**config.mk**
```make
export PLATFORM = sky130hd
export DESIGN_NAME = alu_arbiter_flat
export DESIGN_NICKNAME = d
export VERILOG_FILES = /design/src/rtl/alu_arbiter_if.sv /design/src/rtl/alu_arbiter.sv /design/src/flat_wrapper.sv
export SDC_FILE = /design/constraint.sdc
export NUM_CORES = 1
export LEC_CHECK = 0
export CELL_PAD_IN_SITES_DETAIL_PLACEMENT = 1
export CELL_PAD_IN_SITES_GLOBAL_PLACEMENT = 2
export CORE_MARGIN = 8
export CORE_UTILIZATION = 24
export CTS_CLUSTER_SIZE = 24
export DETAILED_ROUTE_END_ITERATION = 12
export GPL_TIMING_DRIVEN = 0
export HOLD_SLACK_MARGIN = 0.15
export MAX_ROUTING_LAYER = met4
export PLACE_DENSITY = 0.89
export SYNTH_ARGS = -nofsm -noshare
export SYNTH_HDL_FRONTEND = slang
export SYNTH_SLANG_ARGS = --single-unit
export TNS_END_PERCENT = 50
```
**constraint.sdc**
```tcl
create_clock -name clk -period 1.85 [get_ports clk]
set_input_delay 0.37 -clock clk [delete_from_list [all_inputs] [get_ports clk]]
set_output_delay 0.37 -clock clk [all_outputs]
set_load 0.02 [all_outputs]
```
**src/rtl/alu_arbiter_if.sv**
```systemverilog
// alu_arbiter_if: requester, response and arithmetic-unit signals of the ALU arbiter.
// slave is the arbiter's view; master is the requester/unit environment's view.
interface alu_arbiter_if;
  logic [1:0]   req_valid;
  logic [1:0]   req_ready;
  logic [3:0]   req_op;
  logic [127:0] req_a;
  logic [127:0] req_b;
  logic [1:0]   rsp_valid;
  logic [1:0]   rsp_ready;
  logic [63:0]  rsp_lo;
  logic [63:0]  rsp_hi;
  logic         rsp_err;
  logic         alu_bgn;
  logic [1:0]   alu_opcode;
  logic [63:0]  alu_inbus;
  logic         alu_stop;
  logic [63:0]  alu_outbus;
  modport slave (
    input  req_valid, req_op, req_a, req_b, rsp_ready, alu_stop, alu_outbus,
    output req_ready, rsp_valid, rsp_lo, rsp_hi, rsp_err, alu_bgn, alu_opcode, alu_inbus
  );
  modport master (
    output req_valid, req_op, req_a, req_b, rsp_ready, alu_stop, alu_outbus,
    input  req_ready, rsp_valid, rsp_lo, rsp_hi, rsp_err, alu_bgn, alu_opcode, alu_inbus
  );
endinterface

```
**src/rtl/alu_arbiter.sv**
```systemverilog
// alu_arbiter: round-robin arbiter sharing one multi-cycle arithmetic unit between two requesters.
// One operation in flight; all outputs are registered.
module alu_arbiter #(
  parameter int TIMEOUT = 300
) (
  input logic         clk,
  input logic         rst_b,
  alu_arbiter_if.slave bus
);
  localparam int CW = $clog2(TIMEOUT + 1);
  typedef enum logic [2:0] {IDLE, START, LOAD_A, LOAD_B, WAIT, CAP_LO, CAP_HI, RESP} state_t;
  state_t        r_state;
  logic          r_id;
  logic          r_last;
  logic [1:0]    r_op;
  logic [63:0]   r_a;
  logic [63:0]   r_b;
  logic [CW-1:0] r_cnt;
  logic [1:0]    r_req_ready;
  logic [1:0]    r_rsp_valid;
  logic [63:0]   r_rsp_lo;
  logic [63:0]   r_rsp_hi;
  logic          r_rsp_err;
  logic          r_alu_bgn;
  logic [1:0]    r_alu_opcode;
  logic [63:0]   r_alu_inbus;
  logic          w_win;
  logic [1:0]    w_win_oh;
  logic [1:0]    w_id_oh;
  logic [1:0]    w_op;
  logic [63:0]   w_a;
  logic [63:0]   w_b;
  logic          w_dz;
  // On a tie the requester that was not granted last wins.
  always_comb begin
    w_win    = &bus.req_valid ? ~r_last : bus.req_valid[1];
    w_win_oh = w_win ? 2'b10 : 2'b01;
    w_id_oh  = r_id ? 2'b10 : 2'b01;
    w_op     = w_win ? bus.req_op[3:2] : bus.req_op[1:0];
    w_a      = w_win ? bus.req_a[127:64] : bus.req_a[63:0];
    w_b      = w_win ? bus.req_b[127:64] : bus.req_b[63:0];
    w_dz     = (w_op == 2'b11) && (w_b == 64'd0);
  end
  always_ff @(posedge clk or negedge rst_b) begin
    if (!rst_b) begin
      r_state      <= IDLE;
      r_id         <= 1'b0;
      r_last       <= 1'b1;
      r_op         <= '0;
      r_a          <= '0;
      r_b          <= '0;
      r_cnt        <= '0;
      r_req_ready  <= '0;
      r_rsp_valid  <= '0;
      r_rsp_lo     <= '0;
      r_rsp_hi     <= '0;
      r_rsp_err    <= 1'b0;
      r_alu_bgn    <= 1'b0;
      r_alu_opcode <= '0;
      r_alu_inbus  <= '0;
    end else begin
      r_req_ready <= '0;
      r_alu_bgn   <= 1'b0;
      case (r_state)
        IDLE: if (|bus.req_valid) begin
          r_id        <= w_win;
          r_last      <= w_win;
          r_op        <= w_op;
          r_a         <= w_a;
          r_b         <= w_b;
          r_req_ready <= w_win_oh;
          r_rsp_lo    <= '0;
          r_rsp_hi    <= '0;
          r_rsp_err   <= w_dz;
          // Division by zero never reaches the unit.
          if (w_dz) begin
            r_state     <= RESP;
            r_rsp_valid <= w_win_oh;
          end else begin
            r_state      <= START;
            r_alu_bgn    <= 1'b1;
            r_alu_opcode <= w_op;
          end
        end
        START: begin
          r_state     <= LOAD_A;
          r_alu_inbus <= r_a;
        end
        LOAD_A: begin
          r_state     <= LOAD_B;
          r_alu_inbus <= r_b;
        end
        LOAD_B: begin
          r_state     <= WAIT;
          r_alu_inbus <= '0;
          r_cnt       <= '0;
        end
        WAIT: if (bus.alu_stop) begin
          r_state <= CAP_LO;
        end else if (r_cnt == CW'(TIMEOUT - 1)) begin
          r_state      <= RESP;
          r_rsp_err    <= 1'b1;
          r_rsp_valid  <= w_id_oh;
          r_alu_opcode <= '0;
        end else begin
          r_cnt <= r_cnt + 1'b1;
        end
        CAP_LO: begin
          r_rsp_lo <= bus.alu_outbus;
          if (!r_op[1]) begin
            r_state      <= RESP;
            r_rsp_valid  <= w_id_oh;
            r_alu_opcode <= '0;
          end else begin
            r_state <= CAP_HI;
          end
        end
        CAP_HI: begin
          r_rsp_hi     <= bus.alu_outbus;
          r_state      <= RESP;
          r_rsp_valid  <= w_id_oh;
          r_alu_opcode <= '0;
        end
        RESP: if (|(bus.rsp_ready & r_rsp_valid)) begin
          r_rsp_valid <= '0;
          r_state     <= IDLE;
        end
        default: r_state <= IDLE;
      endcase
    end
  end
  assign bus.req_ready  = r_req_ready;
  assign bus.rsp_valid  = r_rsp_valid;
  assign bus.rsp_lo     = r_rsp_lo;
  assign bus.rsp_hi     = r_rsp_hi;
  assign bus.rsp_err    = r_rsp_err;
  assign bus.alu_bgn    = r_alu_bgn;
  assign bus.alu_opcode = r_alu_opcode;
  assign bus.alu_inbus  = r_alu_inbus;
endmodule

```
**src/flat_wrapper.sv**
```systemverilog
// flat-port wrapper written by rule: the top's interface ports become plain ports
module alu_arbiter_flat 
#(
  parameter int TIMEOUT = 300
)
  (clk, rst_b, bus_req_valid, bus_req_op, bus_req_a, bus_req_b, bus_rsp_ready, bus_alu_stop, bus_alu_outbus, bus_req_ready, bus_rsp_valid, bus_rsp_lo, bus_rsp_hi, bus_rsp_err, bus_alu_bgn, bus_alu_opcode, bus_alu_inbus);
  alu_arbiter_if bus_i ();
  input logic clk;
  input logic rst_b;
  input wire logic [$bits(bus_i.req_valid)-1:0] bus_req_valid;
  input wire logic [$bits(bus_i.req_op)-1:0] bus_req_op;
  input wire logic [$bits(bus_i.req_a)-1:0] bus_req_a;
  input wire logic [$bits(bus_i.req_b)-1:0] bus_req_b;
  input wire logic [$bits(bus_i.rsp_ready)-1:0] bus_rsp_ready;
  input wire logic [$bits(bus_i.alu_stop)-1:0] bus_alu_stop;
  input wire logic [$bits(bus_i.alu_outbus)-1:0] bus_alu_outbus;
  output wire logic [$bits(bus_i.req_ready)-1:0] bus_req_ready;
  output wire logic [$bits(bus_i.rsp_valid)-1:0] bus_rsp_valid;
  output wire logic [$bits(bus_i.rsp_lo)-1:0] bus_rsp_lo;
  output wire logic [$bits(bus_i.rsp_hi)-1:0] bus_rsp_hi;
  output wire logic [$bits(bus_i.rsp_err)-1:0] bus_rsp_err;
  output wire logic [$bits(bus_i.alu_bgn)-1:0] bus_alu_bgn;
  output wire logic [$bits(bus_i.alu_opcode)-1:0] bus_alu_opcode;
  output wire logic [$bits(bus_i.alu_inbus)-1:0] bus_alu_inbus;
  assign bus_i.req_valid = bus_req_valid;
  assign bus_i.req_op = bus_req_op;
  assign bus_i.req_a = bus_req_a;
  assign bus_i.req_b = bus_req_b;
  assign bus_i.rsp_ready = bus_rsp_ready;
  assign bus_i.alu_stop = bus_alu_stop;
  assign bus_i.alu_outbus = bus_alu_outbus;
  assign bus_req_ready = bus_i.req_ready;
  assign bus_rsp_valid = bus_i.rsp_valid;
  assign bus_rsp_lo = bus_i.rsp_lo;
  assign bus_rsp_hi = bus_i.rsp_hi;
  assign bus_rsp_err = bus_i.rsp_err;
  assign bus_alu_bgn = bus_i.alu_bgn;
  assign bus_alu_opcode = bus_i.alu_opcode;
  assign bus_alu_inbus = bus_i.alu_inbus;
  alu_arbiter #(.TIMEOUT(TIMEOUT)) u_core (.clk(clk), .rst_b(rst_b), .bus(bus_i));
endmodule
```
==> results.rst, run 1 <==
.. list-table::
   :header-rows: 1

   * - Metric
     - Value
   * - Result of the run
     - finished, violations left
   * - Failing checks
     - setup timing
   * - Total clock sinks
     - 343
   * - Cell Int Power
     - 22.0 mW
   * - Reg2reg end
     - u_core.bus.alu_opcode[1]
   * - Std-Cell Rows
     - 91
   * - Flip-flop and latch count after synthesis
     - 343
   * - GRT Residual Overflow
     - 0
   * - Largest driver fanout on the critical path
     - 5
   * - Most frequent cells in the layout
     - 458 x nand2_1, 341 x dfrtp_1, 327 x clkdlybuf4s50_1
   * - Asr flop ratio synth
     - 100%
   * - Number of remaining DRC errors
     - 0
   * - Vias in the first global route
     - 16,383
   * - Max Clk Rate
     - 0.476 GHz
   * - Part of the total power dissipated in the clock network
     - 21.7%
   * - Post-synthesis sequential area ratio
     - 57.3%
   * - Primary flip-flop cell chosen by synthesis mapping
     - dfrtp_1
   * - Count of synthesis-stage warnings from yosys
     - 0
   * - Net switching power of the design
     - 15.7 mW
   * - Mean post-synth cell area
     - 9.50 µm²
   * - Total of endpoints with negative setup slack in the final report
     - 11
   * - First-pass iteration count of the detailed router
     - 4
   * - Actual slew at the worst max-slew pin
     - 0.731 ns
   * - Type of the tightest min-delay check
     - primary input to asynchronous set/reset pin
   * - IO Count
     - 531
   * - Largest net degree at the start of global routing
     - 113
   * - Leading cell type in the layout, fill and taps excluded
     - nand2_1
   * - Clock-pin slew of the registers on the worst-case setup and hold paths
     - 0.06 ns
   * - Number of enable flip-flop cells after synthesis
     - 0
   * - Cell depth of the worst flop-to-flop path
     - 7
   * - Relative contribution of sequential cells to total power
     - 34.3%
   * - Worst clock skew on the final layout
     - 0.0170 ns
   * - Worst setup timing slack at the placement stage
     - -1.90 ns
   * - Clock root cell
     - clkbuf_16
   * - Share of final-layout standard cells stronger than drive strength 1
     - 15.0%
   * - Part of the power in combinational logic
     - 44.0%
   * - First-pass GRT wire length
     - 108,000 µm
   * - Endpoint type of the worst setup path
     - flop
   * - Crit path time final
     - 2.10 ns
   * - Net Count, Synth
     - 1,911
   * - Fin crit share
     - 113%
   * - Startpoint of the most critical register-to-register path
     - u_core.r_last
   * - Vias/cell
     - 4.89
   * - Pwr per Cell Area
     - 1560 nW/µm²
   * - Worst endpoint required time
     - 2.29 ns
   * - Area growth, synth to finish
     - 61.1%
   * - Worst path setup slack after routing
     - -0.250 ns
   * - Total detailed-routing wirelength
     - 75,300 µm
   * - Kind of start point of the critical path
     - primary input
   * - Static Leakage
     - 11.2 nW
   * - Worst Setup Path Type
     - primary input to flop
   * - Placer Congestion
     - 0.908
   * - Per-cell routed wire length
     - 24.5 µm
   * - Filler cells
     - 7,016
   * - Final hold violation count
     - 0
   * - Number of vias in the routed layout
     - 15,006
   * - TritonCTS Buffers
     - 42
   * - Worst reg2reg setup slack
     - -0.20 ns
   * - Placeable Area
     - 61,700 µm²
   * - Count of input and output buffers
     - 530
   * - Post-Syn Instances
     - 1,579
   * - Width of the die
     - 266 µm
   * - Height of the die
     - 266 µm
   * - Number of nets in the layout
     - 2,532
   * - Area of the mapped netlist
     - 15,000 µm²
   * - CTS tree
     - yes
   * - Setup repair after global routing missed its margin
     - true
   * - All-layer global routing usage
     - 20.7%
   * - Number of antenna violations at the first check in global routing
     - 5
   * - Worst-case headroom to the max-slew limit
     - 51.3%
   * - Effective utilization at floorplan
     - 24.3%
   * - Placed wire-length estimate after detailed placement
     - 56,300 µm
   * - Distinct cell type count of the synthesized netlist
     - 49
   * - Number of H-tree levels
     - 2
   * - Buffer levels on the longest clock path
     - 3
   * - Peak VDD IR
     - 863 µV
   * - Antenna violation net count after detailed routing
     - 0
   * - Sw Share
     - 41.6%
   * - Setup TNS after final layout
     - -1.48 ns
   * - DR iter-0 viols
     - 826
   * - Arrival time of data at the critical path endpoint
     - 2.54 ns
   * - Number of slew-limit violations in the final report
     - 0
   * - Reported max-cap violation count
     - 0
   * - Die area
     - 70,700 µm²
   * - Hold_ws
     - 0.321 ns
   * - Clock latency reported for the late side of the worst-skew pair
     - 0.56 ns
[synth_stat cells, types with 2 or more instances]
| cell type | count | area [µm²] |
|---|---|---|
| nand2_1 | 462 | 1730 |
| dfrtp_1 | 342 | 8560 |
| o21ai_0 | 170 | 851 |
| nand3_1 | 132 | 661 |
| a22oi_1 | 128 | 961 |
| mux2i_1 | 66 | 661 |
| clkbuf_1 | 56 | 210 |
| buf_2 | 52 | 260 |
| o21ai_1 | 34 | 170 |
| nor4_1 | 28 | 175 |
| nor2_1 | 17 | 63.8 |
| buf_1 | 15 | 56.3 |
| nand4_1 | 8 | 50.1 |
| a21oi_1 | 7 | 35.0 |
| nor3_1 | 5 | 25.0 |
| nor4b_1 | 5 | 43.8 |
| a21o_1 | 4 | 30.0 |
| nor2b_1 | 4 | 25.0 |
| or3_1 | 4 | 25.0 |
| xor2_1 | 3 | 26.3 |
| and2_1 | 2 | 12.5 |
| inv_1 | 2 | 7.51 |
| mux2_1 | 2 | 22.5 |
| mux2_2 | 2 | 22.5 |
| mux2_4 | 2 | 30.0 |
| o211ai_2 | 2 | 25.0 |
| o21ai_2 | 2 | 17.5 |
| o31ai_1 | 2 | 15.0 |
[metrics by stage]
stage,cells,util [%],cell area [µm²],total power [mW]
after floorplan,1579,-,15000,20.8
after global placement,2946,34.6,21400,29.0
after detailed placement,2950,34.8,21500,29.6
after CTS,3026,37.6,23200,37.2
after global routing,3066,39.1,24100,39.9
final,3069,39.1,24200,37.6
[repair_timing]
item	in CTS	in global routing
gates resized for setup	371	167
setup endpoints to repair	541	383
buffers inserted	8	31
hold endpoints to repair	49	0
hold buffers	1	0
pin swaps	14	13
cloned	0	6
[layout make-up]
type | count | area [µm²] | share of cell area [%]
timing repair buffer | 580 | 5660 | 23.4
buffer | 121 | 862 | 3.57
antenna | 7 | 17.5 | 0.0725
sequential | 343 | 8590 | 35.5
tap | 837 | 1050 | 4.34
inverter | 2 | 7.51 | 0.0311
clock buffer | 60 | 1210 | 5.01
multi-input combinational | 1110 | 6650 | 27.5
clock inverter | 9 | 114 | 0.471
[cell families after synthesis]
logic type / Yosys count / synth area share, %
buf+inv: 126 / 3.61
compound gates: 356 / 14.6
flops: 343 / 57.3
mux: 72 / 4.91
xor+xnor: 4 / 0.234
simple gates: 677 / 19.4
fa+ha+maj: 1 / 0.0834
[how the worst max path moves through the flow]
stage                     startpoint                       end  slack, ns  cells after the start
finish                bus_req_b[112]  u_core.bus.alu_opcode[1]      -0.25                      7
global route           u_core.r_last  u_core.bus.alu_opcode[1]      -0.27                      7
CTS                    u_core.r_last  u_core.bus.alu_opcode[1]      -0.21                      7
detailed placement  bus_req_valid[1]            u_core.r_a[55]      -1.90                      6
global placement               rst_b      u_core.bus.rsp_hi[3]     -14.87                      1
floorplan            u_core.r_cnt[0]   u_core.bus.rsp_valid[0]      -0.04                      7
[power groups by stage]
stage	clock, mW	sequential (mW)	combinational (mW)
CTS	8.37	12.9	16.0
floorplan	0	14.8	5.95
detailed placement	0	13.0	16.6
finish	8.17	12.9	16.6
global placement	0	12.9	16.1
global route	8.62	13.3	18.0
[sequential cells by signal (all words and copies together), names as in the netlist, 2 cells and up]
signal	count
u_core.r_cnt	9
u_core.r_b	64
u_core.r_a	64
u_core.bus.rsp_valid	2
u_core.bus.alu_opcode	2
u_core.bus.rsp_lo	64
u_core.bus.rsp_hi	64
u_core.bus.alu_inbus	64
u_core.bus.req_ready	2
u_core.r_state	3
[critical path: stages]
cell             delay, ns
clkdlybuf4s50_1       0.47
nor4_1                0.44
nand4_1               0.25
nor3_2                0.29
o22ai_4               0.19
o21ai_2               0.22
mux2_4                0.31
[routing by layer]
metal | global-route usage [%] | part of all wire (%) | routed length, µm | vias to the layer above
met5 | - | 0 | 0 | -
met4 | 6.89 | 3.4 | 2570 | 0
met3 | 3.16 | 4.6 | 3480 | 131
met2 | 35.7 | 51 | 38500 | 439
met1 | 24.5 | 41 | 30700 | 7659
li1 | - | - | - | 6777
(Power assumes the default switching activity.)
==> run 2: changes to the inputs <==
Settings changed: CORE_MARGIN 8 to not set, GPL_TIMING_DRIVEN 0 to not set.
==> run 2 against run 1 <==
Register-to-register slack worse by 0.02 ns. Maximum frequency up 1.1%. Largest power group unchanged. Die area down 10%. Global-route usage up 0.60 points. The run still ends with setup timing left. Total power up 0.64%. Sequential cell count unchanged.
==> results.rst, run 2 (synthesis results as in run 1) <==
.. list-table::
   :header-rows: 1

   * - Metric
     - Value
   * - Hold_ws
     - 0.162 ns (-0.159 ns)
   * - Placeable Area
     - 61,700 µm² (unchanged)
   * - Buffer levels on the longest clock path
     - 3 (unchanged)
   * - Type of the tightest min-delay check
     - primary input to flop
   * - Crit path time final
     - 2.08 ns (-0.0237 ns)
   * - Worst-case headroom to the max-slew limit
     - 61.4% (+10 points)
   * - Relative contribution of sequential cells to total power
     - 34.1% (-0.2 points)
   * - Setup TNS after final layout
     - -1.44 ns (+0.0343 ns)
   * - Filler cells
     - 7,035 (+0.27%)
   * - Vias in the first global route
     - 16,308 (-0.46%)
   * - Net switching power of the design
     - 15.2 mW (-3.0%)
   * - Uppermost metal layer occupied by signal nets
     - met4
   * - Number of cells after detailed placement
     - 2,995 (+1.5%)
   * - Hold Path Origin
     - bus_req_b[16]
   * - Worst clock skew on the final layout
     - 0.0160 ns (-0.000949 ns)
   * - Fin crit share
     - 112% (-1.3 points)
   * - All-layer global routing usage
     - 21.3% (+0.60 points)
   * - Worst endpoint required time
     - 2.31 ns (+0.02 ns)
   * - Placer Congestion
     - 0.914 (+0.61%)
   * - Worst path setup slack after routing
     - -0.226 ns (+0.0237 ns)
   * - CTS tree
     - yes
   * - Cells on Worst Hold Path
     - 3
   * - First-pass iteration count of the detailed router
     - 5 (+1)
   * - Clock latency reported for the late side of the worst-skew pair
     - 0.57 ns (about the same)
   * - Cell Int Power
     - 22.7 mW (+3.2%)
   * - Sw Share
     - 40.1% (-1.5 points)
   * - Number of nets in the layout
     - 2,550 (+0.71%)
   * - GRT Residual Overflow
     - 0 (unchanged)
   * - Largest net degree at the start of global routing
     - 61 (-46%)
   * - Placed wire-length estimate after detailed placement
     - 48,900 µm (-13%)
   * - Final core area utilization
     - 39.4% (+0.23 points)
   * - Cell depth of the worst flop-to-flop path
     - 8 (+1)
   * - Die area
     - 63,500 µm² (-10%)
   * - Worst setup timing slack at the placement stage
     - -0.931 ns (+0.972 ns)
   * - Worst Setup Path Type
     - primary input to flop
   * - Number of vias in the routed layout
     - 14,776 (-1.5%)
   * - Start point of the critical path
     - bus_req_b[79]
   * - Height of the die
     - 252 µm (-5.3%)
   * - Startpoint of the most critical register-to-register path
     - u_core.r_last
   * - Wire length on met1
     - 26,800 µm (-13%)
   * - Sequential cell area
     - 8590 µm² (about the same)
   * - Endpoint type of the worst setup path
     - flop
   * - Width of the die
     - 252 µm (-5.3%)
   * - Most frequent cells in the layout
     - 460 x nand2_1, 340 x dfrtp_1, 323 x clkdlybuf4s50_1
   * - Total detailed-routing wirelength
     - 67,800 µm (-9.9%)
   * - Number of remaining DRC errors
     - 0 (unchanged)
   * - Actual slew at the worst max-slew pin
     - 0.579 ns (-0.151 ns)
   * - Peak VDD IR
     - 745 µV (-14%)
   * - TritonCTS Buffers
     - 43 (+2.4%)
   * - Post-route insts no fill
     - 3,091 (+0.72%)
   * - Result of the run
     - finished, violations left
   * - Part of the power in combinational logic
     - 41.7% (-2.3 points)
   * - Count of input and output buffers
     - 530 (unchanged)
   * - Area growth, synth to finish
     - 62.1%
   * - Failing checks
     - setup timing
   * - Share of final-layout standard cells stronger than drive strength 1
     - 14.7% (-0.31 points)
   * - Number of slew-limit violations in the final report
     - 0 (unchanged)
   * - Clock root cell
     - clkbuf_16
   * - Effective utilization at floorplan
     - 24.3% (unchanged)
   * - Static Leakage
     - 11.6 nW (+3.7%)
   * - Number of H-tree levels
     - 2 (unchanged)
   * - First-pass GRT wire length
     - 100,000 µm (-7.5%)
   * - DR iter-0 viols
     - 821 (-0.61%)
   * - Area taken by multi-input logic gates
     - 6200 µm² (-6.7%)
   * - Pwr per Cell Area
     - 1560 nW/µm² (about the same)
   * - IO Count
     - 531 (unchanged)
   * - Max Clk Rate
     - 0.482 GHz (+1.1%)
   * - Worst reg2reg setup slack
     - -0.22 ns (-0.02 ns)
   * - Vias/cell
     - 4.78 (-2.2%)
   * - Sum of met3 wire segment lengths after detailed routing
     - 3670 µm (+5.5%)
   * - Routed wl met2
     - 34,300 µm (-11%)
   * - Number of antenna violations at the first check in global routing
     - 3 (-2)
   * - Per-cell routed wire length
     - 21.9 µm (-11%)
   * - Arrival time of data at the critical path endpoint
     - 2.53 ns (about the same)
   * - Reg2reg end
     - u_core.bus.rsp_valid[0]
   * - Setup repair after global routing missed its margin
     - true
   * - Kind of start point of the critical path
     - primary input
   * - Largest driver fanout on the critical path
     - 3 (-2)
   * - Std-Cell Rows
     - 91 (unchanged)
   * - Total of endpoints with negative setup slack in the final report
     - 14 (+3)
   * - Leading cell type in the layout, fill and taps excluded
     - nand2_1
   * - Total clock sinks
     - 343 (unchanged)
   * - Clock-pin slew of the registers on the worst-case setup and hold paths
     - 0.06 ns (about the same)
   * - Reported max-cap violation count
     - 0 (unchanged)
   * - Worst Hold End
     - u_core.r_b[16]
   * - Part of the total power dissipated in the clock network
     - 24.1% (+2.4 points)
   * - Antenna violation net count after detailed routing
     - 0 (unchanged)
   * - Final hold violation count
     - 0 (unchanged)
## run 2: changes by cell type in the layout (fill, tap and decap cells not counted), sizes merged
cell,previous run,this run
clkdlybuf4s15,0,1
buf,111,186
dlygate4sd2,202,201
diode,7,3
clkinvlp,0,2
clkinv,5,7
inv,4,3
bufinv,2,6
dlymetal6s2s,0,4
clkdlybuf4s50,327,323
clkbuf,120,64
## run 2: timing repair
item | 4_1_cts | 5_1_grt
resized for setup | 231 | 55
buffers inserted | 3 | 12
setup endpoints to repair | 252 | 79
pin swaps | 9 | 18
endpoints found under the hold margin | 342 | 0
hold buffers | 1 | 0
gates cloned | 0 | 2
## run 2: through the flow
| stage | instance area (µm²) | power (mW) |
|---|---|---|
| after CTS | 24000 | 38.0 |
| after global placement | 22500 | 29.2 |
| final | 24300 | 37.9 |
| after floorplan | 15000 | 20.8 |
| after global routing | 24300 | 40.1 |
| after detailed placement | 22500 | 30.0 |
## run 2: critical path, stage by stage
cell and delay, ns:
clkdlybuf4s50_1 0.45, nor4_2 0.30, buf_4 0.17, nand4_1 0.23, nor3_2 0.23, buf_4 0.14, o22ai_4 0.09, a21oi_2 0.22
mux2_4 0.33
## run 2: power by group through the flow
stage | clock network, mW | registers, mW | logic, mW
global placement | 0 | 12.9 | 16.4
CTS | 9.36 | 12.9 | 15.8
finish | 9.14 | 12.9 | 15.8
detailed placement | 0 | 13.1 | 16.9
global route | 9.61 | 13.3 | 17.2
floorplan | 0 | 14.8 | 5.95
## run 2: layout make-up
type / instances / share of cell area [%]
inverters: 2 / 0.0309
clock buffers: 62 / 5.30
multi-input cells: 1110 / 25.5
flip-flops and latches: 343 / 35.3
diodes: 3 / 0.0309
repair buffers: 718 / 28.4
well taps: 837 / 4.31
clock inverters: 16 / 1.05
## run 2: how the worst max path moves through the flow
| stage | cells after the start | endpoint | slack, ns |
|---|---|---|---|
| after floorplan | 7 | u_core.bus.rsp_valid[0] | -0.04 |
| after global placement | 9 | u_core.bus.rsp_valid[1] | -0.93 |
| after detailed placement | 9 | u_core.bus.rsp_valid[0] | -0.93 |
| after CTS | 8 | u_core.bus.rsp_valid[0] | -0.19 |
| after global routing | 6 | u_core.bus.rsp_valid[0] | -0.28 |
| final | 9 | u_core.bus.rsp_valid[0] | -0.23 |
## run 2: metal layers
metal	track usage [%]	up-vias
met4	9.13	0
met1	24.2	7394
met3	4.15	164
met2	36.4	441
li1	-	6777
met5	-	-
==> run 3: changes to the inputs <==
Settings changed: SLEW_MARGIN set to 10.
==> results of run 3 <==
Same layout as run 2: the final DEF is identical, and so are final timing and power.
